===== config.mk =====
export PLATFORM = sky130hd
export DESIGN_NAME = calculator_button_conditioner
export DESIGN_NICKNAME = d
export VERILOG_FILES = /design/src/rtl/calculator_button_conditioner.sv
export SDC_FILE = /design/constraint.sdc
export NUM_CORES = 1
export LEC_CHECK = 0
export BUFFER_PORTS_ARGS = -buffer_cell sky130_fd_sc_hd__buf_2
export CAP_MARGIN = 20
export CORE_MARGIN = 10
export CORE_UTILIZATION = 42
export CTS_CLUSTER_SIZE = 16
export DETAILED_ROUTE_END_ITERATION = 8
export PLACE_DENSITY_LB_ADDON = 0.05
export SLEW_MARGIN = 5
export SYNTH_ARGS = -nofsm -noshare
export SYNTH_HDL_FRONTEND = slang
export SYNTH_SLANG_ARGS = --single-unit

===== constraint.sdc =====
create_clock -name clk_i -period 12.6 [get_ports clk_i]
set_input_delay 0.63 -clock clk_i [delete_from_list [all_inputs] [get_ports clk_i]]
set_output_delay 0.63 -clock clk_i [all_outputs]
set_load 0.05 [all_outputs]

===== src/rtl/calculator_button_conditioner.sv =====
// Push-button conditioner: 2-FF sync, per-bit debounce, edge pulses and optional hold-to-repeat.
// Auto-repeat is built only when CALC_BTN_AUTO_REPEAT_EN is defined; otherwise btn_action = press.
module calculator_button_conditioner #(
    parameter int unsigned NUM_BTN             = 5,
    parameter int unsigned DEBOUNCE_CYCLES     = 1000000,
    parameter int unsigned REPEAT_DELAY_CYCLES = 50000000,
    parameter int unsigned REPEAT_RATE_CYCLES  = 10000000,
    parameter int unsigned CNT_W               = 26
) (
    input  logic               clk_i,
    input  logic               rst_i,
    input  logic [NUM_BTN-1:0] btn_raw_i,
    output logic [NUM_BTN-1:0] btn_level_o,
    output logic [NUM_BTN-1:0] btn_press_o,
    output logic [NUM_BTN-1:0] btn_release_o,
    output logic [NUM_BTN-1:0] btn_action_o
);

    localparam logic [CNT_W-1:0] DebLast = CNT_W'(DEBOUNCE_CYCLES - 1);

    logic [NUM_BTN-1:0] sync1_q;
    logic [NUM_BTN-1:0] sync2_q;

    always_ff @(posedge clk_i or posedge rst_i) begin
        if (rst_i) begin
            sync1_q <= '0;
            sync2_q <= '0;
        end else begin
            sync1_q <= btn_raw_i;
            sync2_q <= sync1_q;
        end
    end

    for (genvar i = 0; i < NUM_BTN; i++) begin : g_btn
        logic             stable_q, stable_d;
        logic             stable_dly_q;
        logic [CNT_W-1:0] deb_cnt_q, deb_cnt_d;
        logic             press;
        logic             release_p;

        // Any sample that agrees with the stable level restarts the count.
        always_comb begin
            stable_d  = stable_q;
            deb_cnt_d = '0;
            if (sync2_q[i] != stable_q) begin
                if (deb_cnt_q == DebLast) begin
                    stable_d = sync2_q[i];
                end else begin
                    deb_cnt_d = deb_cnt_q + CNT_W'(1);
                end
            end
        end

        always_ff @(posedge clk_i or posedge rst_i) begin
            if (rst_i) begin
                stable_q     <= 1'b0;
                stable_dly_q <= 1'b0;
                deb_cnt_q    <= '0;
            end else begin
                stable_q     <= stable_d;
                stable_dly_q <= stable_q;
                deb_cnt_q    <= deb_cnt_d;
            end
        end

        assign press     = stable_q & ~stable_dly_q;
        assign release_p = ~stable_q & stable_dly_q;

        assign btn_level_o[i]   = stable_q;
        assign btn_press_o[i]   = press;
        assign btn_release_o[i] = release_p;

`ifdef CALC_BTN_AUTO_REPEAT_EN
        localparam logic [1:0] StIdle   = 2'd0;
        localparam logic [1:0] StDelay  = 2'd1;
        localparam logic [1:0] StRepeat = 2'd2;

        localparam logic [CNT_W-1:0] DelayLast = CNT_W'(REPEAT_DELAY_CYCLES - 1);
        localparam logic [CNT_W-1:0] RateLast  = CNT_W'(REPEAT_RATE_CYCLES - 1);

        logic [1:0]       rpt_state_q, rpt_state_d;
        logic [CNT_W-1:0] rpt_cnt_q, rpt_cnt_d;
        logic             rpt_pulse;

        // A low stable level overrides everything, so a release never emits a repeat.
        always_comb begin
            rpt_state_d = rpt_state_q;
            rpt_cnt_d   = rpt_cnt_q;
            rpt_pulse   = 1'b0;
            if (!stable_q) begin
                rpt_state_d = StIdle;
                rpt_cnt_d   = '0;
            end else begin
                case (rpt_state_q)
                    StIdle: begin
                        if (press) begin
                            rpt_state_d = StDelay;
                            rpt_cnt_d   = '0;
                        end
                    end
                    StDelay: begin
                        if (rpt_cnt_q == DelayLast) begin
                            rpt_pulse   = 1'b1;
                            rpt_cnt_d   = '0;
                            rpt_state_d = StRepeat;
                        end else begin
                            rpt_cnt_d = rpt_cnt_q + CNT_W'(1);
                        end
                    end
                    StRepeat: begin
                        if (rpt_cnt_q == RateLast) begin
                            rpt_pulse = 1'b1;
                            rpt_cnt_d = '0;
                        end else begin
                            rpt_cnt_d = rpt_cnt_q + CNT_W'(1);
                        end
                    end
                    default: begin
                        rpt_state_d = StIdle;
                        rpt_cnt_d   = '0;
                    end
                endcase
            end
        end

        always_ff @(posedge clk_i or posedge rst_i) begin
            if (rst_i) begin
                rpt_state_q <= StIdle;
                rpt_cnt_q   <= '0;
            end else begin
                rpt_state_q <= rpt_state_d;
                rpt_cnt_q   <= rpt_cnt_d;
            end
        end

        assign btn_action_o[i] = press | rpt_pulse;
`else
        assign btn_action_o[i] = press;
`endif
    end

`ifndef CALC_BTN_AUTO_REPEAT_EN
    // Repeat timing parameters have no effect in this build.
    if (REPEAT_DELAY_CYCLES < 1 || REPEAT_RATE_CYCLES < 1) begin : g_repeat_cfg_unused
    end
`endif

endmodule


Word level (Yosys, flattened, before mapping). Cells that the tools add are included.

Register bits after elaboration: 150. Input port bits: 7. Output and inout port bits: 20.

$add $sub $neg: 5. Equal/unequal tests: 10. Mux-type cells: 10. Bitwise logic cells: 20. Reduce and logical (&&, ||, !) cells: 5.

Operators with widths (count): 26-bit 2-to-1 mux (10); 26-bit by 1-bit adder with 26-bit output (second input constant) (5); 26-bit by 20-bit == test with 1-bit output (second input constant) (5); 1-bit bitwise AND (10); 1-bit NOT (10); 2-bit AND reduction (5); 1-bit != test (5).

Longest topological paths before layout.
Word-level depth: 3. Depth in mapped cells: 6.

Worst setup path before layout. No wires, ideal clock.

Path kind: flip-flop to flip-flop. From: register g_btn[1].deb_cnt_q[0]. To: register g_btn[1].deb_cnt_q[10]. Arrival time: 1.876 ns. Required time: 12.479 ns. Path slack: 10.603 ns. Stages on the path, launching flop included: 7. Buffers on the path: 1. Period minus slack after synthesis: 1.997 ns. Path through: dfrtp_1 -> ha_1 -> nand3_1 -> or4b_2 -> o21ai_2 -> buf_2 -> nor2_1.

Word-level cells in the longest chain between the ends: 3.

RTL lines: from (decl) (RTL line 37) `logic [CNT_W-1:0] deb_cnt_q, deb_cnt_d;`; from (signal assigned) (RTL line 62) `deb_cnt_q <= deb_cnt_d;`; 26-bit by 1-bit adder with 26-bit output or 26-bit by 20-bit == test with 1-bit output (tied branches) (RTL line 49, 46); 26-bit 2-to-1 mux * (RTL line 46) `if (deb_cnt_q == DebLast) begin`; 26-bit 2-to-1 mux * (RTL line 45) `if (sync2_q[i] != stable_q) begin`; named net g_btn[1].deb_cnt_d[10] (RTL line 37).

Mark *: on every way through the listed nets, which the timed path passes. The rest lies on a longest branch. A chain may end at the register's enable or synchronous reset.

Worst setup path after layout.
From: register g_btn[0].deb_cnt_q[2]. To: register g_btn[0].deb_cnt_q[25].

Word-level cells in the longest chain between the ends: 3.

RTL lines (RTL line): from (decl) (37); from (signal assigned) (62); 26-bit by 1-bit adder with 26-bit output or 26-bit by 20-bit == test with 1-bit output (tied branches) (49, 46); 26-bit 2-to-1 mux * (46); 26-bit 2-to-1 mux * (45); named net g_btn[0].deb_cnt_d[25] (37).

Marks and branches as above.

==> flow_summary.ini <==
[synthesis]
synthTopCellsByCount = dfrtp_1, nor2_1, a21oi_1
yosysWarnings = 0
synthCells = 790
ys_types = 42
synth_fp_nets = 807
synth-seq-area-share_pct = 49.1
yosys.area.top_type = dfrtp_1
synthArstFlopShare_pct = 100
synthTopCellsByArea = dfrtp_1, nor2_1, or4_1
synthFlopType = dfrtp_1
synth_edf_count = 0
yosysMostFrequentCell = dfrtp_1
ys_ff_latch = 150
syn_area_um2 = 7650
synthDominantCellAreaShare_pct = 49.1
synth_area_per_cell_um2 = 9.69

[placement]
placed_cells = 1002
port-buffer-count = 26
gp_congestion = 0.789
post-dp-hpwl_um = 10800
place_area_um2 = 7870

[final_layout]
layout-drive-gt1-share_pct = 9.91
fin_util_pct = 47.2
fin_cells = 1036
fillers = 1674
syn_to_final_growth_pct = 10.9
postLayoutCellArea_um2 = 8480
nets = 811
n_antenna_cell = 0

[power]
power_leakage_uw = 0.00338
power.density_nw_per_um2 = 121
ir_drop_uv = 83.1

[sta]
rsz0062_at_grt = no
worst_pin_slew_ps = 857
finalCritPeriodShare_pct = 19.2
finalCriticalPeriod_ps = 2420
clock_skew_ps = 8.42
setup_tns_ps = 0
hold_viol = 0
slew_violations = 0
slew_headroom_pct = 42.5
whs_ps = 315
clock.fmax_mhz = 414
final-setup-viol-count = 0

[clock_network]
cts_tree = done
cts_setup_buffers = 0
cts_hold_buffers = 0
clock_path_buffers = 2
clock-sinks = 150
cts_resized = 0
cts_buffers = 17
path_clk_slew_ps = 60
ctsHtreeMaxLevel = 4
cts_root_buf = clkbuf_16
clk_latency_ps = 420

[die]
fp.dieH_um = 155
core_um2 = 18000
dieWidth_um = 155
die_area_um2 = 24000
io_pins = 27
start_util_pct = 42.6
num_rows = 49

[detailed_routing]
first_pass_iters = 4
antenna_left = 0
first_iter_violations = 412
vias = 5953
drc = 0
wl_per_cell_um = 15.6
wl_um = 16100
vias_per_cell = 5.75

[worst_setup_path]
r2r-start = g_btn[0].deb_cnt_q[2]
crit_arrival_ps = 2750
crit_type = flip-flop to flip-flop
worstPathMaxFanout = 13
critPathCaptureType = flip-flop
crit_path_start = g_btn[0].deb_cnt_q[2]
critPathRequiredTime_ps = 12930
crit_path_start_kind = flip-flop

[global_routing]
grt_usage_pct = 13.7
grt_pass1_wl_um = 28100
grt_pass1_vias = 5818
overflow = 0
antenna_found_initial = 0
grt_max_degree = 83

[job]
cap_violations = 0

[worst_hold_path]
min_path_type = input pin to flip-flop
worstHoldStart = btn_raw_i[1]

[run_status]
status = finished, final reports clean
==> kinds of logic (layout without fill, tap and decap cells) <==
| logic type | Yosys count | in the layout | share of synthesized area (%) |
|---|---|---|---|
| fa+ha+maj | 10 | 10 | 1.64 |
| flops | 150 | 150 | 49.1 |
| buf+inv | 65 | 82 | 4.30 |
| xor+xnor | 66 | 66 | 7.55 |
| compound gates | 120 | 120 | 9.50 |
| simple gates | 372 | 372 | 27.0 |
| mux | 7 | 7 | 0.997 |
==> critical path, cell delays in order, from the launching register on <==
cell	delay [ps]
dfrtp_1	430
nand4_1	420
or4_1	810
or4_1	510
a21oi_1	160
==> cells in the final DEF, fill, tap and decap left out, types with 2 or more instances in the layout <==
master,n
a21oi_1,55
and2_1,6
and3_1,16
and4_1,12
buf_2,26
buf_4,6
bufinv_16,2
clkbuf_1,2
clkbuf_16,17
clkbuf_8,3
clkinv_4,4
clkinvlp_4,3
dfrtp_1,150
ha_1,10
inv_1,16
mux2_2,5
mux2i_1,2
nand2_1,44
nand3_1,50
nand3b_1,2
nand4_1,33
nand4bb_1,2
nor2_1,81
nor2b_1,10
nor3_1,14
nor4_1,25
nor4b_1,7
o21ai_0,21
o31ai_1,34
o41ai_1,2
or2_2,3
or3_1,21
or4_1,40
or4b_2,3
xnor2_1,32
xor2_1,34
==> power breakdown <==
group	total, uW	internal (uW)	switching (uW)	leakage [uW]
combinational	29.6	7.79	21.8	0.00104
clock	507	308	199	0.000283
sequential	493	487	5.61	0.00206
==> registers in the layout (all words and copies together) (netlist names) <==
name                count
g_btn.deb_cnt_q       130
g_btn.stable_dly_q      5
g_btn.stable_q          5
sync1_q                 5
sync2_q                 5
==> path summary, 6_finish.rpt <==
| path | slack [ps] | cells past startpoint | to |
|---|---|---|---|
| max in group asynchronous | 10900 | 3 | g_btn[4].deb_cnt_q[14] |
| min | 320 | 1 | sync1_q[1] |
| max | 10180 | 4 | g_btn[0].deb_cnt_q[25] |
| max reg2reg | 10180 | 4 | g_btn[0].deb_cnt_q[25] |
| min in group asynchronous | 340 | 2 | g_btn[3].deb_cnt_q[13] |
| min reg2reg | 350 | 0 | sync2_q[4] |
==> cell type report <==
| type | count | area [um2] | area share [%] |
|---|---|---|---|
| clock inverter | 10 | 123 | 1.45 |
| clock buffer | 22 | 474 | 5.59 |
| timing repair buffer | 33 | 190 | 2.24 |
| sequential | 150 | 3750 | 44.2 |
| multi-input combinational | 575 | 3590 | 42.3 |
| tap | 229 | 287 | 3.38 |
| inverter | 17 | 68.8 | 0.811 |
==> per-stage QoR <==
step	total power (uW)	worst slack (ps)
after global placement	531	10090
after floorplan	521	7930
after CTS	1050	9990
after detailed placement	532	9980
after global routing	1070	10000
final	1030	10180
==> layer usage <==
metal	routed length (um)	part of all wire (%)	track usage, %
met1	7880	49	18.4
met3	592	3.7	3.34
met2	7500	47	21.5
met4	155	0.96	4.00
met5	0	0	0
Power figures use the tool's default switching activity.
